## config.mk

```make
export PLATFORM = sky130hd
export DESIGN_NAME = mdu_sequencer
export DESIGN_NICKNAME = d
export VERILOG_FILES = /design/src/rtl/mdu_sequencer.sv
export SDC_FILE = /design/constraint.sdc
export NUM_CORES = 1
export LEC_CHECK = 0
export ABC_AREA = 1
export CORE_MARGIN = 5
export CORE_UTILIZATION = 65
export CTS_CLUSTER_SIZE = 40
export DETAILED_ROUTE_END_ITERATION = 16
export PLACE_DENSITY_LB_ADDON = 0.05
export SYNTH_ARGS = -nofsm -noshare
export SYNTH_HDL_FRONTEND = slang
export SYNTH_SLANG_ARGS = --single-unit
```

## constraint.sdc

```tcl
create_clock -name clk -period 5.3 [get_ports clk]
set_clock_uncertainty 0.1 [all_clocks]
set_input_delay 1.06 -clock clk [delete_from_list [all_inputs] [get_ports clk]]
set_output_delay 1.06 -clock clk [all_outputs]
set_load 0.02 [all_outputs]
```

## src/rtl/mdu_sequencer.sv

```systemverilog
// ---------------------------------------------------------------------------
// mdu_sequencer
//   Multi-cycle controller for unsigned RV32M multiply/divide in the EX stage.
//   An accepted M-op is captured and run through a 32-step shift-add
//   multiply or restoring divide. The pipeline is held with stall_o until
//   the result is ready. The result is then presented for one cycle with
//   done_o.
//
// Ports
//   clk       in   1     system clock, rising edge
//   reset     in   1     synchronous, active-high
//   start_i   in   1     EX holds a valid M-op (level, held while stalled)
//   flush_i   in   1     EX instruction squashed
//   funct3_i  in   3     000 MUL, 011 MULHU, 101 DIVU, 111 REMU
//   rs1_i     in   XLEN  multiplicand / dividend
//   rs2_i     in   XLEN  multiplier / divisor
//   stall_o   out  1     freeze front end, bubble EX/MEM
//   busy_o    out  1     FSM not IDLE
//   done_o    out  1     result_o valid this cycle
//   result_o  out  XLEN  operation result (holds until next DONE or reset)
// ---------------------------------------------------------------------------
module mdu_sequencer #(
  parameter int XLEN  = 32,
  parameter int CNT_W = 5
) (
  input  logic            clk,
  input  logic            reset,
  input  logic            start_i,
  input  logic            flush_i,
  input  logic [2:0]      funct3_i,
  input  logic [XLEN-1:0] rs1_i,
  input  logic [XLEN-1:0] rs2_i,
  output logic            stall_o,
  output logic            busy_o,
  output logic            done_o,
  output logic [XLEN-1:0] result_o
);

  localparam logic [2:0] F3_MUL   = 3'b000;
  localparam logic [2:0] F3_MULHU = 3'b011;
  localparam logic [2:0] F3_DIVU  = 3'b101;
  localparam logic [2:0] F3_REMU  = 3'b111;

  typedef enum logic [1:0] {
    ST_IDLE = 2'b00,
    ST_RUN  = 2'b01,
    ST_DONE = 2'b10
  } state_t;

  // Only the four unsigned M-ops are handled here.
  function automatic logic is_supported(input logic [2:0] f3);
    logic ok;
    case (f3)
      F3_MUL, F3_MULHU, F3_DIVU, F3_REMU: ok = 1'b1;
      default:                            ok = 1'b0;
    endcase
    return ok;
  endfunction

  // One shift-add step on {hi,lo}; the 33rd bit of the sum keeps the carry
  // so it can be shifted down into hi[XLEN-1].
  function automatic logic [2*XLEN-1:0] mul_step(
    input logic [XLEN-1:0] hi,
    input logic [XLEN-1:0] lo,
    input logic [XLEN-1:0] mcand
  );
    logic [XLEN:0] sum;
    sum = {1'b0, hi} + (lo[0] ? {1'b0, mcand} : {(XLEN+1){1'b0}});
    return {sum[XLEN:1], sum[0], lo[XLEN-1:1]};
  endfunction

  // One restoring-divide step on {rem,quot}. The shifted remainder needs
  // XLEN+1 bits; the sign of the trial difference decides the quotient bit.
  function automatic logic [2*XLEN-1:0] div_step(
    input logic [XLEN-1:0] rem,
    input logic [XLEN-1:0] quot,
    input logic [XLEN-1:0] divisor
  );
    logic [XLEN:0]   shifted;
    logic [XLEN:0]   trial;
    logic [XLEN-1:0] new_rem;
    shifted = {rem, quot[XLEN-1]};
    trial   = shifted - {1'b0, divisor};
    new_rem = trial[XLEN] ? shifted[XLEN-1:0] : trial[XLEN-1:0];
    return {new_rem, quot[XLEN-2:0], ~trial[XLEN]};
  endfunction

  state_t            state_r;
  state_t            next_state_s;
  logic [CNT_W-1:0]  cnt_r;
  logic              op_div_r;    // 1: divide, 0: multiply
  logic              op_hi_r;     // 1: MULHU/REMU take the acc half
  logic [XLEN-1:0]   opb_r;       // multiplicand or divisor
  logic [XLEN-1:0]   acc_r;       // product hi / partial remainder
  logic [XLEN-1:0]   lo_r;        // product lo / quotient
  logic [XLEN-1:0]   result_r;

  logic              stall_s;
  logic              capture_s;
  logic              div_zero_s;
  logic              step_s;
  logic              finish_s;
  logic [2*XLEN-1:0] step_res_s;
  logic [XLEN-1:0]   next_acc_s;
  logic [XLEN-1:0]   next_lo_s;
  logic [XLEN-1:0]   final_s;

  // FSM state register.
  always_ff @(posedge clk) begin
    if (reset) begin
      state_r <= ST_IDLE;
    end else begin
      state_r <= next_state_s;
    end
  end

  // Next-state decode and control strobes; flush outranks start.
  always_comb begin
    next_state_s = state_r;
    stall_s      = 1'b0;
    capture_s    = 1'b0;
    div_zero_s   = 1'b0;
    step_s       = 1'b0;
    finish_s     = 1'b0;
    case (state_r)
      ST_IDLE: begin
        if (flush_i) begin
          next_state_s = ST_IDLE;
        end else if (start_i && is_supported(funct3_i)) begin
          stall_s   = 1'b1;
          capture_s = 1'b1;
          if (funct3_i[2] && (rs2_i == {XLEN{1'b0}})) begin
            div_zero_s   = 1'b1;
            next_state_s = ST_DONE;
          end else begin
            next_state_s = ST_RUN;
          end
        end else begin
          next_state_s = ST_IDLE;
        end
      end
      ST_RUN: begin
        if (flush_i) begin
          next_state_s = ST_IDLE;
        end else begin
          stall_s = 1'b1;
          step_s  = 1'b1;
          if (cnt_r == {CNT_W{1'b1}}) begin
            finish_s     = 1'b1;
            next_state_s = ST_DONE;
          end else begin
            next_state_s = ST_RUN;
          end
        end
      end
      ST_DONE: begin
        next_state_s = ST_IDLE;
      end
      default: begin
        next_state_s = ST_IDLE;
      end
    endcase
  end

  // Iteration arithmetic on the captured operands.
  always_comb begin
    if (op_div_r) begin
      step_res_s = div_step(acc_r, lo_r, opb_r);
    end else begin
      step_res_s = mul_step(acc_r, lo_r, opb_r);
    end
    next_acc_s = step_res_s[2*XLEN-1:XLEN];
    next_lo_s  = step_res_s[XLEN-1:0];
    final_s    = op_hi_r ? next_acc_s : next_lo_s;
  end

  // Operand capture, iteration registers and result register.
  always_ff @(posedge clk) begin
    if (reset) begin
      cnt_r    <= {CNT_W{1'b0}};
      op_div_r <= 1'b0;
      op_hi_r  <= 1'b0;
      opb_r    <= {XLEN{1'b0}};
      acc_r    <= {XLEN{1'b0}};
      lo_r     <= {XLEN{1'b0}};
      result_r <= {XLEN{1'b0}};
    end else if (capture_s) begin
      cnt_r    <= {CNT_W{1'b0}};
      op_div_r <= funct3_i[2];
      op_hi_r  <= funct3_i[1];
      // Multiply iterates over the multiplier in lo; divide shifts the
      // dividend out of lo while the quotient shifts in.
      opb_r    <= funct3_i[2] ? rs2_i : rs1_i;
      lo_r     <= funct3_i[2] ? rs1_i : rs2_i;
      acc_r    <= {XLEN{1'b0}};
      if (div_zero_s) begin
        result_r <= funct3_i[1] ? rs1_i : {XLEN{1'b1}};
      end
    end else if (step_s) begin
      cnt_r <= cnt_r + {{(CNT_W-1){1'b0}}, 1'b1};
      acc_r <= next_acc_s;
      lo_r  <= next_lo_s;
      if (finish_s) begin
        result_r <= final_s;
      end
    end
  end

  // Stall must react in the same cycle as start/flush, so it stays
  // combinational; the remaining outputs come straight from registers.
  assign stall_o  = stall_s & ~reset;
  assign busy_o   = (state_r != ST_IDLE);
  assign done_o   = (state_r == ST_DONE);
  assign result_o = result_r;

endmodule

```

---- Yosys cells after proc, flatten, opt, wreduce, memory -nomap -nowiden ----
Index checks and enable logic that the tools add are counted.
cells by class
  bitwise gates (word level) .............. 3
  reductions and logical operators ........ 11
  eq/ne operators ......................... 7
  add/subtract/negate cells ............... 3
  multiplexer cells ....................... 35
operators with widths
  cell                                                                     number
  32-bit 2-to-1 mux                                                        12
  64-bit 2-to-1 mux                                                        1
  32-bit by 32-bit adder with 33-bit output                                1
  33-bit by 32-bit subtractor with 33-bit output                           1
  32-bit logical NOT                                                       1
  1-bit 2-to-1 mux                                                         15
  2-bit 2-to-1 mux                                                         5
  3-bit == test, second input constant                                     2
  2-bit nonzero test                                                       3
  5-bit by 1-bit adder with 5-bit output, second input constant            1
  5-bit == test, second input constant                                     1
  2-bit case mux with 2 select lines                                       1
  4-bit OR reduction                                                       1
  3-bit by 2-bit == test with 1-bit output, second input constant          1
  3-bit logical NOT                                                        1
  3-bit AND reduction                                                      1
  2-bit by 1-bit == test with 1-bit output, second input constant          1
  2-bit == test, second input constant                                     1
  1-bit logical AND                                                        2
  2-bit logical NOT                                                        1
  2-bit by 1-bit inequality test with 1-bit output, second input constant  1
  1-bit NOT                                                                2
  1-bit case mux with 2 select lines                                       1
  2-bit OR reduction                                                       1
  1-bit AND                                                                1
storage, ports and cells
  flip-flop bits (word level) ............. 137
  output and inout bits ................... 35
  logic and storage cells ................. 67
  bits of input ports ..................... 71

---- Depth between registers and ports, before layout ----
Gate-level depths: netlist of run 1.
  word-level depth ........................ 11
  mapped depth ............................ 23
  mapped depth without buffers ............ 22

---- Worst setup path after synthesis of run 1 ----
OpenSTA, ideal clock, no wires.
  kind .................................... input -> output
  start ................................... input funct3_i[2]
  end ..................................... output stall_o
  path buffers ............................ 2
  arrival time ............................ 2,246 ps
  stages .................................. 8
  path slack .............................. 1,894 ps
  data required time ...................... 4,140 ps
  cells stage by stage .................... buf_2 > inv_4 > nand3_1 > nand3_1 > nor3_4 > nor2_1 > clkbuf_1 > nor2_1
on the way
  longest elaborated chain between the ends .. 10
  elaborated cells between the ends (all ways) .. 13
  those cells by class .................... eq/ne: 3; mux: 6; bitwise: 1; reduce/logical: 3
ends and longest elaborated chain
  item                                                                    RTL line  source
  start, declared                                                         30        input logic [2:0] funct3_i,
  3-bit by 2-bit == test with 1-bit output, or another cell as far along  53        case (f3)
  4-bit OR reduction (*)                                                  53
  1-bit 2-to-1 mux (*)                                                    53
  1-bit 2-to-1 mux (*)                                                    127       if (flush_i) begin
  1-bit 2-to-1 mux (*)                                                    125       case (state_r)
  1-bit logical AND (*)                                                   129       end else if (start_i && is_supported(funct3_i)) begin
  1-bit 2-to-1 mux (*)                                                    129
  1-bit 2-to-1 mux (*)                                                    127
  1-bit case mux with 2 select lines (*)                                  125
  1-bit AND (*)                                                           211       assign stall_o = stall_s & ~reset;
  end, declared                                                           33        output logic stall_o,
Every way passes the cells marked *; elsewhere a longest branch is shown, timed or not. The select of a mux whose other input is x is not followed.

---- Final worst setup path of run 1 ----
Same ends and word-level chain as after synthesis.

==> results.toml, run 1 <==
[run_status]
outcome = "finished, final reports clean"

[cells_and_area]
final_area_sq_um = 14400
finish.cell_count_without_fillers = 2568
drive_above_1_share = 0.0456
layout.nets = 2429
layout_commonest_cell = "sky130_fd_sc_hd__nand2_1"
antenna-diode-count = 0
synthToLayoutAreaGrowth_pct = 13.5
mostFrequentLayoutCells = "sky130_fd_sc_hd__nand2_1 (799), sky130_fd_sc_hd__inv_1 (353), sky130_fd_sc_hd__nor2_1 (151), sky130_fd_sc_hd__a21oi_1 (143), sky130_fd_sc_hd__dfxtp_1 (135)"

[worst_setup_path]
crit_chain = "clkdlybuf4s50_1 > buf_4 > o21bai_1 > nand3_1 > nor3_4 > nor2_2 > nor2_1 > clkdlybuf4s50_1"
timing.critical_path.from_type = "primary input"
critPathMaxStageDelay_ps = 630
slowest_stage = "sky130_fd_sc_hd__clkdlybuf4s50_1"
cpMostUsedCell = "sky130_fd_sc_hd__clkdlybuf4s50_1"
cp_required_ps = 4140
category_of_the_worst_setup_path_capture_point = "output port"
cpLargestDelayFamily = "buffers and inverters"
critPathBufInv = 3
criticalPathCategory = "in2out"
worstPathMaxFanout = 26
critical_path_arrival_ps = 3180

[global_route]
grt-ovfl-total = 0
number_of_antenna_violations_at_the_first_check_in_global_routing = 0
grt_first_pass_wirelength_mm = 70.5
groute.usage.overall = 0.394
first_global_vias = 13800
maximum_number_of_pins_on_one_net_before_global_route_repair = 130

[place]
post-place-cells = 2536
dpl.hpwl_mm = 33.8
port-buffer-count = 105
gp_routability_congestion = 1.06
place_area_sq_um = 13800

[pwr]
power_density_nw_per_um2 = 234
totalPowerFinal_mw = 3.37
power_leakage_nw = 7.34
ir_drop_mv = 0.219

[logic_synthesis]
fraction_of_the_yosys_area_taken_by_sequential_cells = 0.216
synthesis.nets = 2382
syn_area_sq_um = 12700
postSynthCellCount = 2243
synth-edff-count = 0
async_flop_share = 0
ys_dominant_reg_cell = "sky130_fd_sc_hd__dfxtp_1"
synth_largest_type_area_fraction = 0.236
yosys.cell_types.count = 42
ys_ff_latch = 137
syn_area_per_cell_sq_um = 5.66
synthTopCellsByArea = "sky130_fd_sc_hd__nand2_1 (24%), sky130_fd_sc_hd__dfxtp_1 (22%), sky130_fd_sc_hd__inv_1 (10%), sky130_fd_sc_hd__ha_1 (6.5%), sky130_fd_sc_hd__a21oi_1 (5.7%)"
synth.yosys.warnings = 0
cell_type_contributing_the_most_total_cell_area_after_synthesis = "sky130_fd_sc_hd__nand2_1"

[route]
drt-initial-drc-count = 2013
routed_wirelength_normalized_by_instance_count_um = 17.3
route.vias.total = 15000
final_antenna_net_count = 0
remaining_drc_errors = 0
drt-pass1-iter-count = 8
overall_routed_net_length_mm = 44.5
number_of_vias_per_cell_after_detailed_routing = 5.85

[timing]
maximum_frequency_from_static_timing_analysis_mhz = 231
final_hold_viol_count = 0
finalHoldWorstSlack_ps = 365
grt_setup_unrepaired = "false"
slew-limit-headroom = 0.144
finalCriticalPeriod_ps = 4340
worstMarginPinSlew_ps = 1280
drv_slew = 0
fin_tns_setup_ps = 0
setup_viol = 0
period_share = 0.818

[die]
die-area_sq_um = 22400
core_area_sq_um = 19300
fp.dieH_um = 150
effective_utilization_at_floorplan = 0.656
number_of_cell_rows = 51
width_of_the_chip_um = 150
design.portCount = 106

[clock_tree]
cts_sinks = 137
cts_resized = 0
clockBufferDepth = 2
cts.clk_slew.worst_paths_ps = 60
postCtsSetupRepairBufs = 0
cts-buffers-inserted = 17
clockRootBuffer = "sky130_fd_sc_hd__clkbuf_16"
h-tree-depth = 4
holdBufCountCts = 0
cts_tree = "built"
clkLatencyLatePin_ps = 430

[job]
maxCapViolCount = 0

[worst_hold_path]
hold_path.class = "reg2reg"
## tightest hold or removal path: stages (launching register included)
cell,delay [ps]
sky130_fd_sc_hd__dfxtp_1,310
sky130_fd_sc_hd__nand2_1,60
sky130_fd_sc_hd__a21oi_1,50
## registers in the layout (all words and copies together), names as in the netlist
signal and cells:
cnt_r 5, op_hi_r 1, lo_r 32, op_div_r 1, state_r 2, result_o 32
opb_r 32, acc_r 32
## per-stage QoR
step           setup slack (ps)  utilization
2_1_floorplan              1890            -
3_3_place_gp               1020        0.714
3_5_place_dp                884        0.714
4_1_cts                     943        0.745
5_1_grt                     802        0.745
6_report                    963        0.745
## where the power goes
| part | switching, mW | internal [mW] | leakage, nW |
|---|---|---|---|
| sequential | 0.0492 | 1.06 | 1.11 |
| combinational | 0.710 | 0.328 | 5.95 |
| clock | 0.510 | 0.706 | 0.278 |
## cells by family (layout without fill, tap and decap cells)
| family | after synthesis | in the layout | share of synthesized area |
|---|---|---|---|
| simple gates | 1165 | 1165 | 0.376 |
| fa+ha+maj | 68 | 68 | 0.0682 |
| mux | 29 | 29 | 0.0229 |
| xor+xnor | 16 | 16 | 0.0110 |
| compound gates | 377 | 377 | 0.166 |
| buf+inv | 451 | 511 | 0.139 |
| flops | 137 | 137 | 0.216 |
## synthesized netlist by cell type, drive strengths merged, types with 2 or more instances
| library cell | instances |
|---|---|
| xor2 | 14 |
| nor2 | 159 |
| nor3 | 26 |
| ha | 66 |
| inv | 357 |
| dfxtp | 137 |
| clkbuf | 67 |
| o21ai | 118 |
| buf | 26 |
| and3 | 3 |
| fa | 2 |
| or2 | 26 |
| a21oi | 148 |
| nand4 | 13 |
| nand2 | 809 |
| a21o | 5 |
| o21a | 6 |
| mux2i | 29 |
| xnor2 | 2 |
| a31oi | 56 |
| nand3b | 9 |
| o211ai | 28 |
| o21bai | 14 |
| and2 | 4 |
| nand3 | 111 |
| nor4 | 5 |
## cell type report
class / count / area [sq um]
fill: 1664 / 4940
sequential: 137 / 2750
timing repair buffer: 121 / 1180
clock inverter: 14 / 165
multi-input combinational: 1655 / 8200
inverter: 358 / 1350
tap: 265 / 332
clock buffer: 18 / 429
## metal layers
| metal | vias up | wire (um) | global-route usage |
|---|---|---|---|
| met2 | 906 | 19300 | 0.620 |
| li1 | 7194 | - | - |
| met1 | 6764 | 17900 | 0.535 |
| met5 | - | 0 | 0 |
| met3 | 147 | 5240 | 0.0690 |
| met4 | 0 | 2000 | 0.165 |
## worst paths after layout
kind	start	end	slack, ps	cells past startpoint
max reg2reg	lo_r[31]	result_o[10]	1810	20
min reg2reg	result_o[7]	result_o[7]	360	2
max	funct3_i[2]	stall_o	960	8
min	result_o[7]	result_o[7]	360	2
No activity file was read; power rests on OpenSTA's default activity.
==> inputs of run 2 (changes only) <==
- CORE_UTILIZATION: 65 -> 54
- clock period: 5.3 -> 3.85 ns (I/O delays scaled with it)
==> run 2 against run 1 <==
Against the previous run:
- worst setup slack got worse by 580 ps
- combinational power rose by 36%
- worst hold slack barely moved
- power rose by 40%
- core utilization fell by 12 points
- routed wire length rose by 0.69%
- sequential cell count did not move
- clock power rose by 46%
- sequential power rose by 39%
- largest power group unchanged
==> results.toml, run 2 (synthesis results as in run 1) <==
[run_status]
outcome = "finished, final reports clean"

[route]
overall_routed_net_length_mm = 44.8
drt-pass1-iter-count = 7
drt-initial-drc-count = 1492
remaining_drc_errors = 0
route.vias.total = 14500
number_of_vias_per_cell_after_detailed_routing = 5.52
final_antenna_net_count = 0
routed_wirelength_normalized_by_instance_count_um = 17.0

[place]
gp_routability_congestion = 0.952
dpl.hpwl_mm = 34.7
port-buffer-count = 105

[worst_setup_path]
worstPathMaxFanout = 32
critical_path.endpoint = "result_o[18]"
critical_path_arrival_ps = 3710
timing.reg2reg.worst_path_depth = 20
cp_required_ps = 4090
category_of_the_worst_setup_path_capture_point = "flip-flop"
slowest_stage = "sky130_fd_sc_hd__fa_1"
setup.worst_path.start = "lo_r[31]"
criticalPathCategory = "reg2reg"
worst_r2r_startpoint = "lo_r[31]"
crit_chain = "inv_1 > ha_1 > fa_1 > inv_1 > nand2_1 > nand2_1 > nand3_1 > nand2_2 > nand2_1 > nand2_2 > nand2_2 > nand2_2 > nand2_2 > nand2_4 > nand3_1 > nand3_1 > nand3_1 > nand2_1 > nand2_1 > a21oi_1"
timing.critical_path.from_type = "flip-flop"
worstReg2RegEnd = "result_o[18]"
critPathMaxStageDelay_ps = 430
rrSetupSlack_ps = 380

[clock_tree]
holdBufCountCts = 0
postCtsSetupRepairBufs = 0
cts_resized = 0
clockRootBuffer = "sky130_fd_sc_hd__clkbuf_16"
cts-buffers-inserted = 17
clkLatencyLatePin_ps = 430
cts.clk_slew.worst_paths_ps = 70
cts_tree = "built"
h-tree-depth = 4
clockBufferDepth = 2
cts_sinks = 137

[cells_and_area]
layout_commonest_cell = "sky130_fd_sc_hd__nand2_1"
mostFrequentLayoutCells = "sky130_fd_sc_hd__nand2_1 (799), sky130_fd_sc_hd__inv_1 (353), sky130_fd_sc_hd__nor2_1 (151), sky130_fd_sc_hd__a21oi_1 (143), sky130_fd_sc_hd__dfxtp_1 (135)"
antenna-diode-count = 0
synthToLayoutAreaGrowth_pct = 14.8
drive_above_1_share = 0.0485
postLayoutCoreUtil = 0.624
layout.nets = 2437
layout.filler_cells = 2395

[die]
effective_utilization_at_floorplan = 0.544
core_area_sq_um = 23300
die-area_sq_um = 26700
fp.dieH_um = 163
design.portCount = 106
width_of_the_chip_um = 163
number_of_cell_rows = 56

[pwr]
ir_drop_mv = 0.314
power_density_nw_per_um2 = 324
power_leakage_nw = 7.41

[timing]
worstMarginPinSlew_ps = 798
setup_viol = 0
period_share = 0.900
finalHoldWorstSlack_ps = 365
maximum_frequency_from_static_timing_analysis_mhz = 289
grt_setup_unrepaired = "false"
fin_tns_setup_ps = 0
finalCriticalPeriod_ps = 3470
slew-limit-headroom = 0.468
drv_slew = 0
final_hold_viol_count = 0

[global_route]
number_of_antenna_violations_at_the_first_check_in_global_routing = 0
grt-ovfl-total = 0
grt_first_pass_wirelength_mm = 70.5
first_global_vias = 13300
maximum_number_of_pins_on_one_net_before_global_route_repair = 89
groute.usage.overall = 0.334

[worst_hold_path]
hold_path.class = "reg2reg"

[job]
maxCapViolCount = 0
## run 2: power by group
part           leakage [nW]  switching (mW)  total, mW  internal, mW
logic                  6.00           0.949       1.41         0.456
clock network         0.302           0.690       1.78          1.09
registers              1.11          0.0718       1.54          1.46
total                  7.41            1.71       4.72          3.01
## run 2: critical path: cells and delay by family, from the launching register on
kind | cells | cell delay (ps)
compound gates | 1 | 120
fa+ha+maj | 2 | 680
buf+inv | 2 | 180
flops | 1 | 360
simple gates | 15 | 1930
## run 2: metrics by stage
stage | worst slack, ps | instances | power (mW) | area [sq um]
global route | 194 | 2629 | 4.96 | 14600
detailed placement | 413 | 2598 | 2.94 | 13900
floorplan | 1020 | 2243 | 2.52 | 12700
CTS | 434 | 2629 | 4.70 | 14600
finish | 384 | 2629 | 4.72 | 14600
global placement | 454 | 2598 | 2.93 | 13900
## run 2: routing by layer
layer / global-route usage / vias up / share of wire
met1: 0.479 / 6519 / 0.45
li1: - / 7212 / -
met3: 0.0527 / 86 / 0.093
met4: 0.0999 / 0 / 0.028
met5: 0 / - / 0
met2: 0.517 / 699 / 0.43
## run 2: how the worst min path moves through the flow
stage | end | from | slack (ps) | cells past startpoint
2_1_floorplan | cnt_r[4] | cnt_r[4] | 350 | 2
6_report | result_o[25] | result_o[25] | 370 | 2
4_1_cts | result_o[25] | result_o[25] | 370 | 2
3_3_place_gp | cnt_r[4] | cnt_r[4] | 350 | 2
3_5_place_dp | result_o[6] | result_o[6] | 360 | 2
5_1_grt | cnt_r[4] | cnt_r[4] | 390 | 2
## run 2: area by class of cell
cell class	instances	area [sq um]	area share
Clock buffer	18	429	0.0295
Inverter	358	1350	0.0924
Sequential cell	137	2750	0.189
Tap cell	319	399	0.0274
Timing Repair Buffer	129	1250	0.0859
Clock inverter	13	190	0.0131
Multi-Input combinational cell	1655	8200	0.563
